--- src/rtl/rr_arb_pkg.sv ---
// Shared definitions for the round-robin mux arbiter: requester count and
// the two-state controller encoding.
package rr_arb_pkg;

    localparam int NUM_REQ = 4;

    typedef enum logic {
        ST_IDLE  = 1'b0,
        ST_GRANT = 1'b1
    } state_t;

endpackage

--- src/rtl/mux4to1.sv ---
// Plain N-bit 4:1 multiplexer used as the shared datapath of the arbiter.
module mux4to1 #(
    parameter int N = 8
) (
    input  logic [N-1:0] d0,
    input  logic [N-1:0] d1,
    input  logic [N-1:0] d2,
    input  logic [N-1:0] d3,
    input  logic [1:0]   sel,
    output logic [N-1:0] y
);

    // Route the selected input straight through to the output
    always_comb begin
        y = d0;
        case (sel)
            2'd0:    y = d0;
            2'd1:    y = d1;
            2'd2:    y = d2;
            2'd3:    y = d3;
            default: y = d0;
        endcase
    end

endmodule

--- src/rtl/rr_mux_arbiter.sv ---
// Round-robin arbiter sharing one N-bit 4:1 datapath among four requesters.
// A grant is held until its owner drops req or has used MAX_HOLD cycles while
// someone else waits. Defining RR_MUX_ARBITER_STATS_EN adds a grant_count
// output with four 8-bit saturating per-requester grant counters.
module rr_mux_arbiter
    import rr_arb_pkg::*;
#(
    parameter int N        = 8,
    parameter int MAX_HOLD = 4,
    parameter int CW       = $clog2(MAX_HOLD + 1)
) (
    input  logic               clk,
    input  logic               rst,
    input  logic [NUM_REQ-1:0] req,
    input  logic [N-1:0]       D0,
    input  logic [N-1:0]       D1,
    input  logic [N-1:0]       D2,
    input  logic [N-1:0]       D3,
    output logic [NUM_REQ-1:0] grant,
    output logic [1:0]         sel,
    output logic               busy,
    output logic [N-1:0]       out,
    output logic               out_valid
`ifdef RR_MUX_ARBITER_STATS_EN
    ,
    output logic [31:0]        grant_count
`endif
);

    localparam logic [CW-1:0] CNT_MAX = CW'(MAX_HOLD - 1);

    // Scan ptr+1, ptr+2, ptr+3, ptr and return {found, index} of the first
    // set bit. Walking backwards lets the highest-priority slot write last.
    function automatic logic [2:0] rr_pick(input logic [NUM_REQ-1:0] mask,
                                           input logic [1:0]         ptr);
        logic [2:0] res;
        logic [1:0] idx;
        res = 3'b000;
        for (int k = NUM_REQ; k >= 1; k--) begin
            idx = ptr + 2'(k);
            if (mask[idx]) begin
                res = {1'b1, idx};
            end
        end
        return res;
    endfunction

    state_t             state_q, state_d;
    logic [NUM_REQ-1:0] grant_q, grant_d;
    logic [1:0]         sel_q, sel_d;
    logic [1:0]         ptr_q, ptr_d;
    logic [CW-1:0]      cnt_q, cnt_d;

    logic               drop;
    logic               expire;
    logic [NUM_REQ-1:0] others;
    logic [2:0]         pick;
    logic               new_grant;
    logic [N-1:0]       mux_y;

    // Next-state logic: start a grant from IDLE, hold or hand over in GRANT
    always_comb begin
        state_d   = state_q;
        grant_d   = grant_q;
        sel_d     = sel_q;
        ptr_d     = ptr_q;
        cnt_d     = cnt_q;
        pick      = 3'b000;
        new_grant = 1'b0;
        others    = req & ~grant_q;
        drop      = !req[sel_q];
        expire    = (cnt_q == CNT_MAX) && (|others);
        case (state_q)
            ST_IDLE: begin
                pick      = rr_pick(req, ptr_q);
                new_grant = pick[2];
            end
            ST_GRANT: begin
                if (drop || expire) begin
                    pick = rr_pick(others, ptr_q);
                    if (pick[2]) begin
                        new_grant = 1'b1;
                    end else begin
                        state_d = ST_IDLE;
                        grant_d = '0;
                    end
                end else if (cnt_q != CNT_MAX) begin
                    cnt_d = cnt_q + CW'(1);
                end
            end
            default: begin
                state_d = ST_IDLE;
                grant_d = '0;
            end
        endcase
        if (new_grant) begin
            state_d = ST_GRANT;
            grant_d = NUM_REQ'(1) << pick[1:0];
            sel_d   = pick[1:0];
            ptr_d   = pick[1:0];
            cnt_d   = '0;
        end
    end

    // Controller registers; ptr=3 after reset so the first search starts at 0
    always_ff @(posedge clk) begin
        if (rst) begin
            state_q <= ST_IDLE;
            grant_q <= '0;
            sel_q   <= 2'd0;
            ptr_q   <= 2'd3;
            cnt_q   <= '0;
        end else begin
            state_q <= state_d;
            grant_q <= grant_d;
            sel_q   <= sel_d;
            ptr_q   <= ptr_d;
            cnt_q   <= cnt_d;
        end
    end

    mux4to1 #(.N(N)) u_mux (
        .d0  (D0),
        .d1  (D1),
        .d2  (D2),
        .d3  (D3),
        .sel (sel_q),
        .y   (mux_y)
    );

    assign grant     = grant_q;
    assign sel       = sel_q;
    assign busy      = (state_q == ST_GRANT);
    assign out       = busy ? mux_y : '0;
    assign out_valid = busy & req[sel_q];

`ifdef RR_MUX_ARBITER_STATS_EN
    logic [NUM_REQ-1:0][7:0] gc_q, gc_d;

    // Count each new grant per requester, sticking at 255
    always_comb begin
        gc_d = gc_q;
        if (new_grant && (gc_q[pick[1:0]] != 8'hFF)) begin
            gc_d[pick[1:0]] = gc_q[pick[1:0]] + 8'd1;
        end
    end

    // Grant statistics registers
    always_ff @(posedge clk) begin
        if (rst) begin
            gc_q <= '0;
        end else begin
            gc_q <= gc_d;
        end
    end

    assign grant_count = gc_q;
`endif

endmodule
--- config.mk ---
export PLATFORM = sky130hd
export DESIGN_NAME = rr_mux_arbiter
export DESIGN_NICKNAME = d
export VERILOG_FILES = /design/src/rtl/rr_arb_pkg.sv /design/src/rtl/mux4to1.sv /design/src/rtl/rr_mux_arbiter.sv
export SDC_FILE = /design/constraint.sdc
export NUM_CORES = 1
export LEC_CHECK = 0
export ABC_AREA = 1
export BUFFER_PORTS_ARGS = -buffer_cell sky130_fd_sc_hd__clkbuf_2
export CAP_MARGIN = 0
export CORE_ASPECT_RATIO = 1.2
export CORE_MARGIN = 4
export CORE_UTILIZATION = 48
export CTS_CLUSTER_DIAMETER = 100
export DETAILED_ROUTE_END_ITERATION = 8
export PLACE_DENSITY = 0.8
export SKIP_LAST_GASP = 1
export SYNTH_ARGS = -nofsm -noshare
export SYNTH_HDL_FRONTEND = slang
export SYNTH_SLANG_ARGS = --single-unit
--- constraint.sdc ---
create_clock -name clk -period 2.1 [get_ports clk]
set_clock_uncertainty 0.05 [all_clocks]
set_input_delay 0 -clock clk [delete_from_list [all_inputs] [get_ports clk]]
set_output_delay 0 -clock clk [all_outputs]
set_load 0.02 [all_outputs]
Word-level counts from Yosys, hierarchy flattened
Cells that the tools add are included.
{"block": "totals", "mem_bits_ro": 0, "mem_bits_rw": 0, "ff_bits": 12, "out_inout_bits": 16, "inputBits": 38, "n_memories": 0, "word_cells": 78, "latch_bits": 0}
{"block": "classes", "n_eq_ne": 6, "magnitude_cmp": 5, "n_shift": 1, "add_sub_neg": 4, "muxes": 42, "n_mul": 0, "div_mod_pow": 0, "bitwise_logic": 5, "n_reduce_logical": 10}
{"op": "$pmux W8 S4", "n": 1}
{"op": "$mux W3", "n": 10}
{"op": "$bmux W1 S2", "n": 9}
{"op": "$mux W4", "n": 4}
{"op": "$lt A2 B3 Y1 const B", "n": 5}
{"op": "$mux W1", "n": 14}
{"op": "$mux W8", "n": 1}
{"op": "$reduce_and A3 Y1", "n": 2}
{"op": "$add A2 B2 Y2 const B", "n": 2}
{"op": "$and A4 B4 Y4", "n": 1}
{"op": "$eq A2 B2 Y1 const B", "n": 2}
{"op": "$not A4 Y4", "n": 1}
{"op": "$pmux W2 S2", "n": 1}
{"op": "$reduce_bool A2 Y1", "n": 2}
{"op": "$reduce_or A4 Y1", "n": 1}
{"op": "$shl A1 B2 Y4 const A", "n": 1}
{"op": "$add A3 B1 Y3 const B", "n": 1}
{"op": "$eq A3 B2 Y1 const B", "n": 1}
{"op": "$ne A3 B2 Y1 const B", "n": 1}
{"op": "$add A2 B1 Y2 const B", "n": 1}
{"op": "$eq A2 B1 Y1 const B", "n": 1}
{"op": "$logic_not A2 Y1", "n": 1}
{"op": "$mux W2", "n": 1}
{"op": "$ne A2 B2 Y1 const B", "n": 1}
{"op": "other kinds (7)", "n": 8}

Longest topological paths before layout
{"block": "depth", "word_depth": 15, "mapped_depth": 14, "mapped_depth_nobuf": 13}

Cells and area by module
Synthesis repeated with hierarchy kept, for this count alone.
{"block": "hier_totals", "cells_unflattened": 236, "area_unflattened_um2": 1408.9}
{"mod": "rr_mux_arbiter", "seq_area_each_um2": 240.2, "instances": 1, "area_each_um2": 1144.8, "cells_per_inst": 189}
{"mod": "mux4to1", "seq_area_each_um2": 0.0, "instances": 1, "area_each_um2": 264.0, "cells_per_inst": 47}

Worst setup path after synthesis
No wires, ideal clock.
{"block": "synth_timing", "path_type": "register to register", "startpoint": "register sel_q[1], in the netlist sel[1]", "endpoint": "register grant_q[1], in the netlist grant[1]", "path_stages_with_launch": 13, "arrival_time_ns": 1.457, "slack_ns": 0.475, "t_required_ns": 1.932, "path_buffers": 1, "period_less_slack_ns": 1.625, "setup_time_ns": 0.118, "path_cell_list": "dfxtp_1 -> inv_1 -> buf_2 -> nand2_1 -> nand2_2 -> nand2_4 -> nand2_4 -> nor2_4 -> nand2_2 -> nand3_1 -> inv_1 -> nand2_1 -> o21ai_1"}
{"block": "synth_via", "elab_chain_len": 8, "word_cells_on_any_way": 14, "classes_between": "eq/ne (1); shift (1); mux (7); reduce/logical (5)"}
{"element": "start: declaration", "line_no": "rr_mux_arbiter.sv:50", "rtl": "logic [1:0] sel_q, sel_d;"}
{"element": "start signal: assignment", "line_no": "rr_mux_arbiter.sv:116", "rtl": "sel_q <= sel_d;"}
{"element": "$bmux W1 S2 *", "line_no": "rr_mux_arbiter.sv:71", "rtl": "drop = !req[sel_q];"}
{"element": "$mux W1 (not written as such) *", "line_no": "rr_mux_arbiter.sv:71"}
{"element": "$logic_not A1 Y1 *", "line_no": "rr_mux_arbiter.sv:71"}
{"element": "$logic_or A1 B1 Y1 *", "line_no": "rr_mux_arbiter.sv:79", "rtl": "if (drop || expire) begin"}
{"element": "$mux W1 / $mux W2 (equally long branches)", "line_no": "rr_mux_arbiter.sv:79"}
{"element": "$pmux W1 S2 / $pmux W2 S2 (equally long branches)", "line_no": "rr_mux_arbiter.sv:73", "rtl": "case (state_q)"}
{"element": "$ne A2 B2 Y1 (no source line) (tied with other cells)"}
{"element": "$reduce_and A3 Y1 (no source line) / $mux W4 (equally long branches)"}
{"element": "end signal: assignment", "line_no": "rr_mux_arbiter.sv:115", "rtl": "grant_q <= grant_d;"}
{"element": "end: declaration", "line_no": "rr_mux_arbiter.sv:49", "rtl": "logic [NUM_REQ-1:0] grant_q, grant_d;"}
Mark *: on every way between the ends. The rest lies on a longest branch, timed or not. The select of a mux whose other input is x is not followed.
A chain may end at the register's enable or synchronous reset.

Worst setup path in the final report
{"block": "layout_timing", "startpoint": "register sel_q[0], in the netlist sel[0]", "endpoint": "output port out[7]"}
{"block": "layout_via", "elab_chain_len": 3, "word_cells_on_any_way": 6, "classes_between": "eq/ne (3); mux (2); reduce/logical (1)"}
{"element": "$eq A2 B2 Y1 (tied with other cells)", "line_no": "mux4to1.sv:16", "rtl": "case (sel)"}
{"element": "$pmux W8 S4 *", "line_no": "mux4to1.sv:16"}
{"element": "$mux W8 *", "line_no": "rr_mux_arbiter.sv:134", "rtl": "assign out = busy ? mux_y : '0;"}
{"element": "end: declaration", "line_no": "rr_mux_arbiter.sv:22", "rtl": "output logic [N-1:0] out,"}
Mark *: on every way between the ends. The rest lies on a longest branch, timed or not.

==> results <==
- In this run the register-to-register setup slack is 0.41 ns.
- The number of placed instances, taps included, is 287.
- Timing analysis after detailed placement gives a worst setup slack of 0.429 ns.
- The post-layout worst setup margin is 0.278 ns.
- The timing-limited maximum frequency is 549 MHz.
- In this run the vertical extent of the chip is 64.9 um.
- Global routing consumed, over all layers together, 20.5% of the routing resources.
- The timing startpoint of the critical path is sel[0].
- The floorplan row count is 20.
- In the synthesized netlist the async set-or-reset flop fraction comes to 0%.
- In this run the static leakage power is 0.900 nW.
- The startpoint type of the worst setup path is a flip-flop.
- The tightest min-delay check is of the input port to primary output type.
- The DRC violations left is 0.
- In the final layout, the share of cells above drive strength 1 is 38.6%.
- The total power divided by cell area is 1260 nW/um^2.
- The largest family of logic cells by synthesized area is simple AND/OR/NAND/NOR gates.
- In the synthesized netlist, the cells that appear most often are nand2_1, inv_1, nand3_1.
- In this run the deepest clock path goes through 2 buffers.
- From left edge to right edge, the die measures 55.4 um.
- Sequential elements use 18.5% of the synthesized area.
- After Yosys synthesis, XOR and XNOR cells account for 0.676% of the synthesized area.
- Summed over all layers, the routed wires come to 3.45 mm.
- The design draws 2.07 mW.
- After Yosys synthesis, and, or, nand and nor cells account for 44.5% of the synthesized area.
- The clock latency of the later-clocked register in the worst-skew pair is 0.27 ns.
- After detailed routing, the average wire length per cell comes to 11.8 um.
- The number of clock buffers inserted by TritonCTS is 3.
- The normalized max-slew margin is 65.3%.
- The mean cell area of the mapped netlist is 6.39 um^2.
- Synthesis produced 203 cells.
- The global-route wire length before repair is 6.13 mm.
- By area the synthesized netlist is led by dfxtp_1, nand2_1, inv_1.
- The count of pins over their slew limit is 0.
- The adder-cell area share of the yosys netlist is 1.93%.
- The slew of the pin with the lowest slew margin is 0.519 ns.
- The first-pass iteration count of the detailed router is 4.
- 0 antenna diodes ended up in the layout.
- The post-synthesis mux area share is 0%.
- The worst setup path is captured at a primary output.
- In this run the most critical hold path is launched from D3[7].
- After synthesis the netlist holds a flip-flop and latch count of 12.
- The count of hold-fix buffers inserted at cts is 1.
- Summed over all instances, the cell type with the most area after synthesis is dfxtp_1.
- Cells fill 64.0% of the core in the end.
- The worst hold-check slack is 0.287 ns.
- Setup total negative slack on the finished layout was measured at 0 ns.
- The post-detailed-route count of antenna-violating nets is 0.
- The synthesized-area fraction occupied by ao, oa, aoi and oai cells is 22.6%.
- The number of enable-type register cells in the synthesized netlist is 0.
- Across the VDD grid, the largest voltage drop is 0.711 mV.
- The post-route standard cell area excluding fillers is 1630 um^2.
- Entering global routing, the biggest net connects 20 pins.
- For the finished layout, the period the worst path requires is 1.82 ns.
- The reg-to-reg startpoint is ptr_q[0].
- The count of synthesis-stage warnings from yosys is 0.
- The layout overhead on the synthesized area is 26.0%.
- The initial antenna violation count is 0.
- The count of maximum capacitance violations is 0.
- The number of nets in the final layout is 300.
- The TritonCTS clock tree is yes.
- The number of vias after detailed routing is 1,475.
- By startpoint and endpoint, the worst setup path is classified as flip-flop to primary output.
- Dividing the detail-routed via count by the number of cells gives 5.05.
- Once the floorplan was initialized, standard cells occupied 50.8% of the core.
- The placed instances occupy a cell area of 1590 um^2.
- In this run the number of H-tree levels came out at 1.
- The post-cts gate resize count is 0.
- At the end of routability-driven placement, the weighted congestion stood at 0.930.
- The final count of negative-setup-slack endpoints is 0.
- The distinct cell type count after synthesis is 29.
- The path with the worst hold slack has its endpoint at out[7].
- The number of global-route vias before repair was 1,415.
- The maximum fanout along the worst path is 8.
- The I/O pin count is 54.
- Detailed placement finished with a half-perimeter wire length of 2.84 mm.
- The arrival time of the worst setup path is 1.77 ns.
- The final hold violation count is 0.
- The area of the die is 3600 um^2.
- The global route total overflow is 0.
- For this design, the sink count on the clock tree is 12.
- The count of buffers from port buffering is 53.
- The clock root buffer is clkbuf_4.
- STA puts the critical path data required time at 2.05 ns.
- After layout, the worst path uses 86.8% of the clock period.
- Counting cells, the worst reg-to-reg path comes to 13.
- The most instantiated flip-flop cell in the synthesis netlist is dfxtp_1.
- In this run the post-CTS setup repair buffer count came out at 0.
- The post-synthesis net count is 243.
- The area share of the leading cell type in the synthesized netlist is 18.5%.
- The core footprint is 2550 um^2.
- In this run the cell area of the synthesized design comes to 1300 um^2.
- The cell depth of the worst min-delay path is 4.
- The run finished with clean final reports.
- The clock-pin slew on the worst setup and hold paths is 0.07 ns.
- The detailed router finished its first iteration with 34 violations.
- The endpoint identified for the worst register-to-register timing path is ptr_q[0].
- By instance count, the leading cell after synthesis is nand2_1.
- The count of placed standard cells in the final layout, fillers left out is 292.
- Setup repair after global routing left no endpoint under its margin.
## final cells by class
class,count,area [um^2]
repair buffers,56,290
fillers,280,920
well taps,33,41.3
flip-flops and latches,12,240
inverters,31,121
multi-input cells,156,903
clock buffers,4,36.3
## state kept, by name (all words and copies together) (netlist names)
signal  count
busy        1
cnt_q       3
grant       4
ptr_q       2
sel         2
## critical path: stages (launching register included)
cell,delay (ns)
dfxtp_1,0.39
nor2_1,0.42
inv_1,0.24
o21ai_0,0.23
a21oi_1,0.06
clkbuf_2,0.16
## report_power, final
part	internal, mW	switching [mW]
registers	0.292	0.0725
logic	0.506	1.01
clock network	0.106	0.0777
total	0.903	1.16
## cells in the final DEF (no fill, tap or decap), types with 7 or more instances in the layout
cell type and instances:
clkbuf_2 53, o21ai_0 13, inv_1 28, a221oi_1 7
nand3_1 14, a21oi_1 10, nand2_2 10, nand3_2 8
nand2_1 59, dfxtp_1 12
## per-layer routing
layer  wire length (um)  global-route usage (%)  vias up
li1                   -                       -      785
met1               1440                    24.9      652
met2               1840                    36.5       31
met3                110                    1.99        7
met4                 57                    8.21        0
met5                  0                       0        -
## how the worst max path moves through the flow
| stage | to | slack, ns | depth (start not counted) |
|---|---|---|---|
| floorplan | grant[1] | 0.48 | 12 |
| global placement | sel[0] | 0.43 | 14 |
| detailed placement | ptr_q[0] | 0.43 | 13 |
| CTS | out[7] | 0.29 | 5 |
| global route | out[0] | 0.06 | 5 |
| finish | out[7] | 0.28 | 5 |
## kinds of logic (layout without fill, tap and decap cells)
logic type               Yosys count  in the layout
adder cells (fa/ha/maj)            2              2
buffers and inverters             35             91
AO/OA/AOI/OAI                     46             46
XOR/XNOR                           1              1
AND/OR/NAND/NOR                  107            107
flip-flops                        12             12
Note: power is estimated with default switching activity, not from simulation.
